**src/rtl/writeback_queue_if.sv**
```systemverilog
// ============================================================================
// writeback_queue_if : enqueue, register-file write and bypass lookup signals
// Revision: 1.0
// ============================================================================
`default_nettype none

interface writeback_queue_if #(
  parameter int WordLen   = 32,
  parameter int WordCount = 32,
  parameter int Depth     = 4
);
  localparam int AW = $clog2(WordCount);
  localparam int CW = $clog2(Depth) + 1;

  logic               enqValid;
  logic               enqReady;
  logic [AW-1:0]      enqRegister;
  logic [WordLen-1:0] enqData;
  logic               drainEn;
  logic               regWrite;
  logic [AW-1:0]      writeRegister;
  logic [WordLen-1:0] writeData;
  logic [AW-1:0]      lookupRegister1;
  logic [AW-1:0]      lookupRegister2;
  logic               hit1;
  logic               hit2;
  logic [WordLen-1:0] hitData1;
  logic [WordLen-1:0] hitData2;
  logic [CW-1:0]      pendingCount;
  logic               empty;

  modport slave (
    input  enqValid, enqRegister, enqData, drainEn, lookupRegister1, lookupRegister2,
    output enqReady, regWrite, writeRegister, writeData, hit1, hit2, hitData1, hitData2,
           pendingCount, empty
  );

  modport master (
    output enqValid, enqRegister, enqData, drainEn, lookupRegister1, lookupRegister2,
    input  enqReady, regWrite, writeRegister, writeData, hit1, hit2, hitData1, hitData2,
           pendingCount, empty
  );
endinterface

`default_nettype wire

```
**src/rtl/writeback_queue.sv**
```systemverilog
// ============================================================================
// writeback_queue : buffers retiring results, drains them oldest-first into
//                   the register file and bypasses pending values to readers
// Revision: 1.0
// ============================================================================
`default_nettype none

module writeback_queue #(
  parameter int WordLen   = 32,
  parameter int WordCount = 32,
  parameter int Depth     = 4
) (
  input  logic              clk,
  input  logic              rst,
  writeback_queue_if.slave  bus
);
  localparam int AW = $clog2(WordCount);
  localparam int PW = $clog2(Depth);
  localparam int CW = PW + 1;

  logic [AW-1:0]      reg_q  [Depth];
  logic [AW-1:0]      reg_d  [Depth];
  logic [WordLen-1:0] data_q [Depth];
  logic [WordLen-1:0] data_d [Depth];
  logic [PW-1:0]      head_q, head_d;
  logic [PW-1:0]      tail_q, tail_d;
  logic [CW-1:0]      count_q, count_d;

  logic full;
  logic is_empty;
  logic push;
  logic pop;

  logic [AW-1:0]      lookup_key  [2];
  logic               lookup_hit  [2];
  logic [WordLen-1:0] lookup_data [2];

  always_comb begin
    full     = (count_q == CW'(Depth));
    is_empty = (count_q == '0);
    pop      = ~is_empty & bus.drainEn;
    // Writes to r0 complete the handshake but are dropped: r0 is hardwired zero.
    push     = bus.enqValid & ~full & (bus.enqRegister != '0);

    reg_d   = reg_q;
    data_d  = data_q;
    head_d  = head_q;
    tail_d  = tail_q;
    count_d = count_q + CW'(push) - CW'(pop);

    if (push) begin
      reg_d[tail_q]  = bus.enqRegister;
      data_d[tail_q] = bus.enqData;
      tail_d         = tail_q + PW'(1);
    end
    if (pop) begin
      head_d = head_q + PW'(1);
    end
  end

  always_ff @(posedge clk or posedge rst) begin
    if (rst) begin
      head_q  <= '0;
      tail_q  <= '0;
      count_q <= '0;
      for (int i = 0; i < Depth; i++) begin
        reg_q[i]  <= '0;
        data_q[i] <= '0;
      end
    end else begin
      head_q  <= head_d;
      tail_q  <= tail_d;
      count_q <= count_d;
      reg_q   <= reg_d;
      data_q  <= data_d;
    end
  end

  always_comb begin
    bus.enqReady      = ~full;
    bus.regWrite      = pop;
    bus.writeRegister = is_empty ? '0 : reg_q[head_q];
    bus.writeData     = is_empty ? '0 : data_q[head_q];
    bus.pendingCount  = count_q;
    bus.empty         = is_empty;
  end

  assign lookup_key[0] = bus.lookupRegister1;
  assign lookup_key[1] = bus.lookupRegister2;

  // Walk entries oldest to youngest from head so the last match wins,
  // independent of where the pointers currently wrap.
  for (genvar p = 0; p < 2; p++) begin : g_lookup
    always_comb begin
      lookup_hit[p]  = 1'b0;
      lookup_data[p] = '0;
      for (int k = 0; k < Depth; k++) begin
        if ((CW'(k) < count_q) && (lookup_key[p] != '0) &&
            (reg_q[head_q + PW'(k)] == lookup_key[p])) begin
          lookup_hit[p]  = 1'b1;
          lookup_data[p] = data_q[head_q + PW'(k)];
        end
      end
    end
  end

  assign bus.hit1     = lookup_hit[0];
  assign bus.hit2     = lookup_hit[1];
  assign bus.hitData1 = lookup_data[0];
  assign bus.hitData2 = lookup_data[1];

endmodule

`default_nettype wire

```
**src/flat_wrapper.sv**
```systemverilog
// flat-port wrapper written by rule: the top's interface ports become plain ports
module writeback_queue_flat 
#(
  parameter int WordLen   = 32,
  parameter int WordCount = 32,
  parameter int Depth     = 4
)
  (clk, rst, bus_enqValid, bus_enqRegister, bus_enqData, bus_drainEn, bus_lookupRegister1, bus_lookupRegister2, bus_enqReady, bus_regWrite, bus_writeRegister, bus_writeData, bus_hit1, bus_hit2, bus_hitData1, bus_hitData2, bus_pendingCount, bus_empty);
  writeback_queue_if #(.WordLen(WordLen), .WordCount(WordCount), .Depth(Depth)) bus_i ();
  input  logic clk;
  input  logic rst;
  input wire logic [$bits(bus_i.enqValid)-1:0] bus_enqValid;
  input wire logic [$bits(bus_i.enqRegister)-1:0] bus_enqRegister;
  input wire logic [$bits(bus_i.enqData)-1:0] bus_enqData;
  input wire logic [$bits(bus_i.drainEn)-1:0] bus_drainEn;
  input wire logic [$bits(bus_i.lookupRegister1)-1:0] bus_lookupRegister1;
  input wire logic [$bits(bus_i.lookupRegister2)-1:0] bus_lookupRegister2;
  output wire logic [$bits(bus_i.enqReady)-1:0] bus_enqReady;
  output wire logic [$bits(bus_i.regWrite)-1:0] bus_regWrite;
  output wire logic [$bits(bus_i.writeRegister)-1:0] bus_writeRegister;
  output wire logic [$bits(bus_i.writeData)-1:0] bus_writeData;
  output wire logic [$bits(bus_i.hit1)-1:0] bus_hit1;
  output wire logic [$bits(bus_i.hit2)-1:0] bus_hit2;
  output wire logic [$bits(bus_i.hitData1)-1:0] bus_hitData1;
  output wire logic [$bits(bus_i.hitData2)-1:0] bus_hitData2;
  output wire logic [$bits(bus_i.pendingCount)-1:0] bus_pendingCount;
  output wire logic [$bits(bus_i.empty)-1:0] bus_empty;
  assign bus_i.enqValid = bus_enqValid;
  assign bus_i.enqRegister = bus_enqRegister;
  assign bus_i.enqData = bus_enqData;
  assign bus_i.drainEn = bus_drainEn;
  assign bus_i.lookupRegister1 = bus_lookupRegister1;
  assign bus_i.lookupRegister2 = bus_lookupRegister2;
  assign bus_enqReady = bus_i.enqReady;
  assign bus_regWrite = bus_i.regWrite;
  assign bus_writeRegister = bus_i.writeRegister;
  assign bus_writeData = bus_i.writeData;
  assign bus_hit1 = bus_i.hit1;
  assign bus_hit2 = bus_i.hit2;
  assign bus_hitData1 = bus_i.hitData1;
  assign bus_hitData2 = bus_i.hitData2;
  assign bus_pendingCount = bus_i.pendingCount;
  assign bus_empty = bus_i.empty;
  writeback_queue #(.WordLen(WordLen), .WordCount(WordCount), .Depth(Depth)) u_core (.clk(clk), .rst(rst), .bus(bus_i));
endmodule
```
**config.mk**
```make
export PLATFORM = sky130hd
export DESIGN_NAME = writeback_queue_flat
export DESIGN_NICKNAME = d
export VERILOG_FILES = /design/src/rtl/writeback_queue_if.sv /design/src/rtl/writeback_queue.sv /design/src/flat_wrapper.sv
export SDC_FILE = /design/constraint.sdc
export NUM_CORES = 1
export LEC_CHECK = 0
export CORE_MARGIN = 10
export CORE_UTILIZATION = 57
export DETAILED_ROUTE_END_ITERATION = 7
export PLACE_DENSITY = 0.79
export SYNTH_ARGS = -nofsm -noshare
export SYNTH_HDL_FRONTEND = slang
export SYNTH_SLANG_ARGS = --single-unit
```
**constraint.sdc**
```tcl
create_clock -name clk -period 6.9 [get_ports clk]
set_clock_uncertainty 0.2 [all_clocks]
set_input_delay 1.38 -clock clk [delete_from_list [all_inputs] [get_ports clk]]
set_output_delay 1.38 -clock clk [all_outputs]
set_load 0.01 [all_outputs]
```
==> out/qor.yml, run 1 <==
run_status:
  outcome: "complete, no violations"
placement:
  dpl-instance-area_sq_um: 14160
  dp_hpwl_microns: 25970
  gp_congestion: 0.9437
  numPortBuffers: 159
floorplan:
  num_io_pins: 160
  core-area_sq_um: 21690
  die_w_microns: 168.0
  initial_core_util_pct: 57.56
  fp.dieH_microns: 168.0
  die_area_sq_um: 28220
  num_rows: 54
logic_synthesis:
  ys_seq_area_share_pct: 31.07
  synth_nets: 1456
  synth_area_per_cell_sq_um: 8.942
  synth_compound_area_share_pct: 18.44
  synth_cell_type_count: 54
  synth_top_flop_cell: "dfrtp_1"
  synth_fa_ha_area_share_pct: 0.9622
  synth_top_family_by_area: "multiplexers"
  synthArstFlopShare_pct: 100.0
  ys_ff_latch: 155
  yosysTopAreaCell: "dfrtp_1"
  synth_warnings: 0
  synth-xor-area-share_pct: 3.638
  synth.area.mux_share_pct: 28.49
  synth_top_area_share_pct: 31.07
  synth_edf_count: 0
  synthSimpleGateAreaFrac_pct: 12.02
  netlist_area_sq_um: 12480
  yosys-top-cells-area: "dfrtp_1 (31%), mux2_2 (19%), mux2i_1 (6.3%)"
  syn-instance-count: 1396
cts:
  root_buffer: "clkbuf_16"
  hold_buffers: 0
  htreeDepth: 4
  cts_tree: "yes"
  cts_sinks: 155
  cts_buffer_depth: 2
  clock_latency_ns: 0.43
  cts-buffers-inserted: 17
  path_clk_slew_ns: 0.06
  cts_setup_buffers: 0
  cts_resized: 0
routing:
  viasPerCell: 6.414
  ant_nets: 0
  wl_per_cell_microns: 21.64
  dr.pass1.iters: 6
  first_iter_violations: 1163
  drt_wl_total_microns: 38300
  drcViolationCount: 0
  num_vias: 11353
cells_and_area:
  nets: 1536
  final_cell_area_sq_um: 14750
  finalCoreUtilization_pct: 67.99
  layout_commonest_cell: "mux2_2"
  drive_gt1_share_pct: 22.03
  syn2layout_area_growth_pct: 18.12
  layout_common_cells: "mux2_2 (212), clkdlybuf4s50_1 (159), dfrtp_1 (153)"
power_and_ir_drop:
  power.total_w: 0.008971
  irDropWorstVdd_v: 0.0003804
  cellPowerDensity_nw_per_um2: 608.4
  power.leakage_nw: 5.884
worst_setup_path:
  startpoint_type: "primary input"
  cp_max_fo: 20
  cp-end-kind: "output pin"
  cp_data_required_time_ns: 5.32
  crit_type: "in -> out"
  crit_arrival_ns: 4.92
flow_run:
  maxCapViolCount: 0
grt:
  antenna_found_initial: 2
  grtUsageMet2_pct: 41.35
  use_met1_pct: 34.66
  track_usage_pct: 26.34
  first_global_vias: 11496
  grtUsageMet3_pct: 6.426
  grt_max_degree: 105
  busiest_layer: "met2"
  overflow: 0
  grt_pass1_wl_microns: 61440
sta:
  finalSetupViolCount: 0
  maxSlewHeadroom_pct: 15.09
  finalCritPeriodShare_pct: 94.16
  fin_crit_ns: 6.497
  fin_tns_setup_ns: 0
  hold_viol: 0
  tightest_slew_ns: 1.269
  drv_slew: 0
  rsz0062_at_grt: "no"
  timing.fmax_mhz: 153.9
hold_path:
  min_path_type: "reg -> reg"
-- where the power goes --
part | switching (W) | total, W | internal (W) | leakage, nW
clock | 0.000410 | 0.000924 | 0.000513 | 0.280
combinational | 0.00338 | 0.00614 | 0.00277 | 3.77
sequential | 0.000516 | 0.00190 | 0.00139 | 1.84
-- cell families after synthesis --
group | count (synthesis)
XOR/XNOR | 51
AND/OR/NAND/NOR | 338
AO/OA/AOI/OAI | 386
buffers and inverters | 148
adder cells (fa/ha/maj) | 9
flip-flops | 155
multiplexers | 309
-- per-stage QoR --
step           hold slack [ns]  instances  setup WS [ns]
6_report                0.3292       1770         0.4030
5_1_grt                 0.3440       1769         0.2983
4_1_cts                 0.3288       1769         0.5439
3_5_place_dp            0.3142       1737         0.5396
3_3_place_gp            0.3049       1737         0.6025
2_1_floorplan           0.2923       1396          1.142
-- sequential cells by signal, indices dropped and copies added, names as in the netlist --
name	flops
u_core.tail_q	2
u_core.data_q	128
u_core.head_q	2
u_core.reg_q	20
u_core.bus.pendingCount	3
-- layer usage --
layer / vias up / wire length, microns
met5: - / 0
met4: 0 / 983
met3: 89 / 3472
met2: 599 / 17820
met1: 5479 / 16030
li1: 5186 / -
-- final cells by class --
class,count,area (sq um)
Antenna cell,1,2.502
Clock inverter,14,138.9
Timing Repair Buffer,192,1864
Tap cell,280,350.3
Inverter,17,71.32
Sequential cell,155,3886
Clock buffer,18,439.2
Multi-Input combinational cell,1093,7993
Fill cell,1682,6943
-- cells in the mapped netlist, drive strengths merged, types with 2 or more instances --
cell,count
o21a,58
xnor2,38
nand2,106
nor4,5
nor3,68
nand4,3
a21oi,149
a221oi,3
nor2b,6
or4,2
o21ai,100
mux2,212
ha,8
inv,17
or3,3
nand2b,3
mux2i,83
nand3,3
a22oi,2
buf,57
o22ai,3
a32oi,2
mux4,14
o211ai,60
clkbuf,74
nor2,134
dfrtp,155
or2,2
xor2,13
-- worst max-delay path, stage by stage --
cell	delay (ns)
clkdlybuf4s50_1	0.62
or4_1	0.61
nor2_1	0.22
nor2_1	0.09
and2_1	0.51
a21oi_1	0.39
a221oi_1	0.15
o22ai_1	0.32
clkdlybuf4s50_1	0.63
-- final timing paths --
kind,startpoint,to,slack [ns],cells after the start
worst max-delay path,bus_lookupRegister1[3],bus_hitData1[31],0.40,9
min in group asynchronous,rst,u_core.data_q[26]$_DFFE_PP0P_,1.34,2
worst min-delay path,u_core.data_q[112]$_DFFE_PP0P_,u_core.data_q[112]$_DFFE_PP0P_,0.33,1
worst min register to register,u_core.data_q[112]$_DFFE_PP0P_,u_core.data_q[112]$_DFFE_PP0P_,0.33,1
max in group asynchronous,rst,u_core.data_q[95]$_DFFE_PP0P_,3.88,3
worst max register to register,u_core.bus.pendingCount[0]$_DFF_PP0_,u_core.data_q[6]$_DFFE_PP0P_,4.06,7
(Power assumes the default switching activity.)
==> inputs of run 2 (changes only) <==
--- a/config.mk
+++ b/config.mk
@@ -6,9 +6,9 @@
 export NUM_CORES = 1
 export LEC_CHECK = 0
 export CORE_MARGIN = 10
-export CORE_UTILIZATION = 57
+export CORE_UTILIZATION = 52
 export DETAILED_ROUTE_END_ITERATION = 7
-export PLACE_DENSITY = 0.79
+export PLACE_DENSITY = 0.76
 export SYNTH_ARGS = -nofsm -noshare
 export SYNTH_HDL_FRONTEND = slang
 export SYNTH_SLANG_ARGS = --single-unit
==> constraint.sdc (replaced) <==
create_clock -name clk -period 5.25 [get_ports clk]
set_clock_uncertainty 0.2 [all_clocks]
set_input_delay 1.05 -clock clk [delete_from_list [all_inputs] [get_ports clk]]
set_output_delay 1.05 -clock clk [all_outputs]
set_load 0.01 [all_outputs]
==> run 2 against run 1 <==
Combinational power up 39%. Non-clock buffer count rose by 40. Clock power up 32%. Wire length up 5.0%. Worst hold slack got worse by 0.0039 ns. Via count is 2.2% higher. Register-to-register slack worse by 1.6 ns. Worst setup slack worse by 0.39 ns. Cell count up 4.4%. Die area rose by 8.5%. Power up 36%. Critical endpoint is now bus_hitData1[21]. Largest power group unchanged.
==> out/qor.yml, run 2 (synthesized netlist as in run 1, its figures left out) <==
placement:
  dp_hpwl_microns: 26900  # +3.6%
  dp_cells: 1809  # +4.1%
  numPortBuffers: 159  # unchanged
  gp_congestion: 0.9538  # +1.1%
  dp_slack_ns: -0.01327  # -0.5529 ns
hold_path:
  min_path_type: "reg -> reg"
cells_and_area:
  layout_common_cells: "mux2_2 (212), dfrtp_1 (153), clkdlybuf4s50_1 (152)"
  num-fill-cells: 1936  # +15%
  num_antenna_cells: 0  # -1
  finalCoreUtilization_pct: 65.33  # -2.7 points
  nets: 1576  # +2.6%
  largest_reg_flops: 128  # unchanged
  syn2layout_area_growth_pct: 23.20
  instances_no_fill: 1848  # +4.4%
  layout_commonest_cell: "mux2_2"
  regMostFlops: "u_core.data_q"
  drive_gt1_share_pct: 24.92  # +2.9 points
sta:
  finalCritPeriodShare_pct: 99.77
  tightest_slew_ns: 0.7092  # -0.5596 ns
  finalSetupViolCount: 0  # unchanged
  timing.fmax_mhz: 190.9
  hold_viol: 0  # unchanged
  fin_crit_ns: 5.238
  fin_ws_ns: 0.01220  # -0.3908 ns
  rsz0062_at_grt: "yes"
  hold_ws_ns: 0.3253  # -0.003914 ns
  drv_slew: 0  # unchanged
  maxSlewHeadroom_pct: 52.72  # +38 points
worst_setup_path:
  cp_data_required_time_ns: 4.00  # -1.32 ns
  crit_arrival_ns: 3.99  # -0.93 ns
  cp-end-kind: "output pin"
  cp_max_fo: 6  # -70%
  cpMostUsedCell: "buf_4"
  startpoint_type: "primary input"
  crit_type: "in -> out"
  max_stage_delay_ns: 0.61  # -0.02 ns
  critical-path-slowest-cell: "clkdlybuf4s50_1"
  path_cells: "clkdlybuf4s50_1 > buf_4 > xnor2_1 > nor3_2 > buf_4 > a32oi_4 > o21ai_4 > buf_4 > o211ai_1 > a21oi_1 > clkdlybuf4s50_1"
run_status:
  outcome: "complete, no violations"
routing:
  dr.pass1.iters: 6  # unchanged
  first_iter_violations: 1130  # -2.8%
  ant_nets: 0  # unchanged
  drcViolationCount: 0  # unchanged
  viasPerCell: 6.278  # -2.1%
  drt_wl_total_microns: 40220  # +5.0%
  wl_per_cell_microns: 21.76  # +0.57%
  num_vias: 11602  # +2.2%
floorplan:
  die_w_microns: 174.9  # +4.1%
  num_rows: 56  # +3.7%
  core-area_sq_um: 23540  # +8.5%
  initial_core_util_pct: 53.02  # -4.5 points
  fp.dieH_microns: 174.9  # +4.1%
  die_area_sq_um: 30600  # +8.5%
  num_io_pins: 160  # unchanged
cts:
  cts_sinks: 155  # unchanged
  root_buffer: "clkbuf_16"
  cts-buffers-inserted: 17  # unchanged
  path_clk_slew_ns: 0.06  # about the same
  clock_latency_ns: 0.43  # about the same
  htreeDepth: 4  # unchanged
  cts_tree: "yes"
  hold_buffers: 0  # unchanged
  cts_buffer_depth: 2  # unchanged
grt:
  antenna_found_initial: 0  # -2
  grt_max_degree: 81  # -23%
  overflow: 0  # unchanged
  grt_pass1_wl_microns: 64120  # +4.4%
  first_global_vias: 11749  # +2.2%
  track_usage_pct: 25.77  # -0.57 points
power_and_ir_drop:
  power.leakage_nw: 6.271  # +6.6%
  cellPowerDensity_nw_per_um2: 792.3  # +30%
  irDropWorstVdd_v: 0.0004621  # +21%
  power.total_w: 0.01219  # +36%
flow_run:
  maxCapViolCount: 0  # unchanged
run 2: per-stage QoR:
stage	area (sq um)	setup TNS, ns
5_1_grt	15380	-0.09019
6_report	15380	0
3_5_place_dp	14680	-0.01962
2_1_floorplan	12490	0
3_3_place_gp	14680	-0.002336
4_1_cts	15260	0
run 2: worst max-delay path: cells and delay by family:
kind / cells / cell delay (ns)
buf+inv: 5 / 1.62
simple gates: 1 / 0.27
compound gates: 4 / 0.90
xor+xnor: 1 / 0.15
run 2: metal layers:
metal	part of all wire, %	up-vias	GRT usage, %
li1	-	5261	-
met1	41	5662	32.45
met2	48	589	42.60
met3	8.6	90	6.273
met4	2.4	0	8.301
met5	0	-	0
run 2: path summary, 6_finish.rpt:
kind,startpoint,end,slack (ns),depth (start not counted)
setup / recovery,bus_lookupRegister1[1],bus_hitData1[21],0.01,11
hold reg to reg,u_core.data_q[70]$_DFFE_PP0P_,u_core.data_q[70]$_DFFE_PP0P_,0.33,1
min in group asynchronous,rst,u_core.data_q[91]$_DFFE_PP0P_,0.74,2
setup reg to reg,u_core.bus.pendingCount[2]$_DFF_PP0_,u_core.bus.pendingCount[2]$_DFF_PP0_,2.50,8
hold / removal,u_core.data_q[70]$_DFFE_PP0P_,u_core.data_q[70]$_DFFE_PP0P_,0.33,1
max in group asynchronous,rst,u_core.data_q[39]$_DFFE_PP0P_,3.30,3
run 2: repair_timing:
item / in CTS / in global routing
resized for setup: 3 / 16
buffers inserted: 1 / 6
pin swaps: 0 / 2
endpoints found under the setup margin: 10 / 47
run 2: layout make-up:
| type | count | area (sq um) | share of cell area (%) |
|---|---|---|---|
| flip-flops and latches | 155 | 3886 | 25.27 |
| clock buffers | 17 | 425.4 | 2.766 |
| clock inverters | 15 | 140.1 | 0.9112 |
| repair buffers | 232 | 2386 | 15.51 |
| well taps | 319 | 399.1 | 2.595 |
| inverters | 17 | 70.07 | 0.4556 |
| multi-input cells | 1093 | 8073 | 52.49 |
run 2: report_power, final:
part           internal, W  switching, W
Sequential         0.00182      0.000583
Clock             0.000662      0.000559
Combinational      0.00390       0.00466
Total              0.00638       0.00580
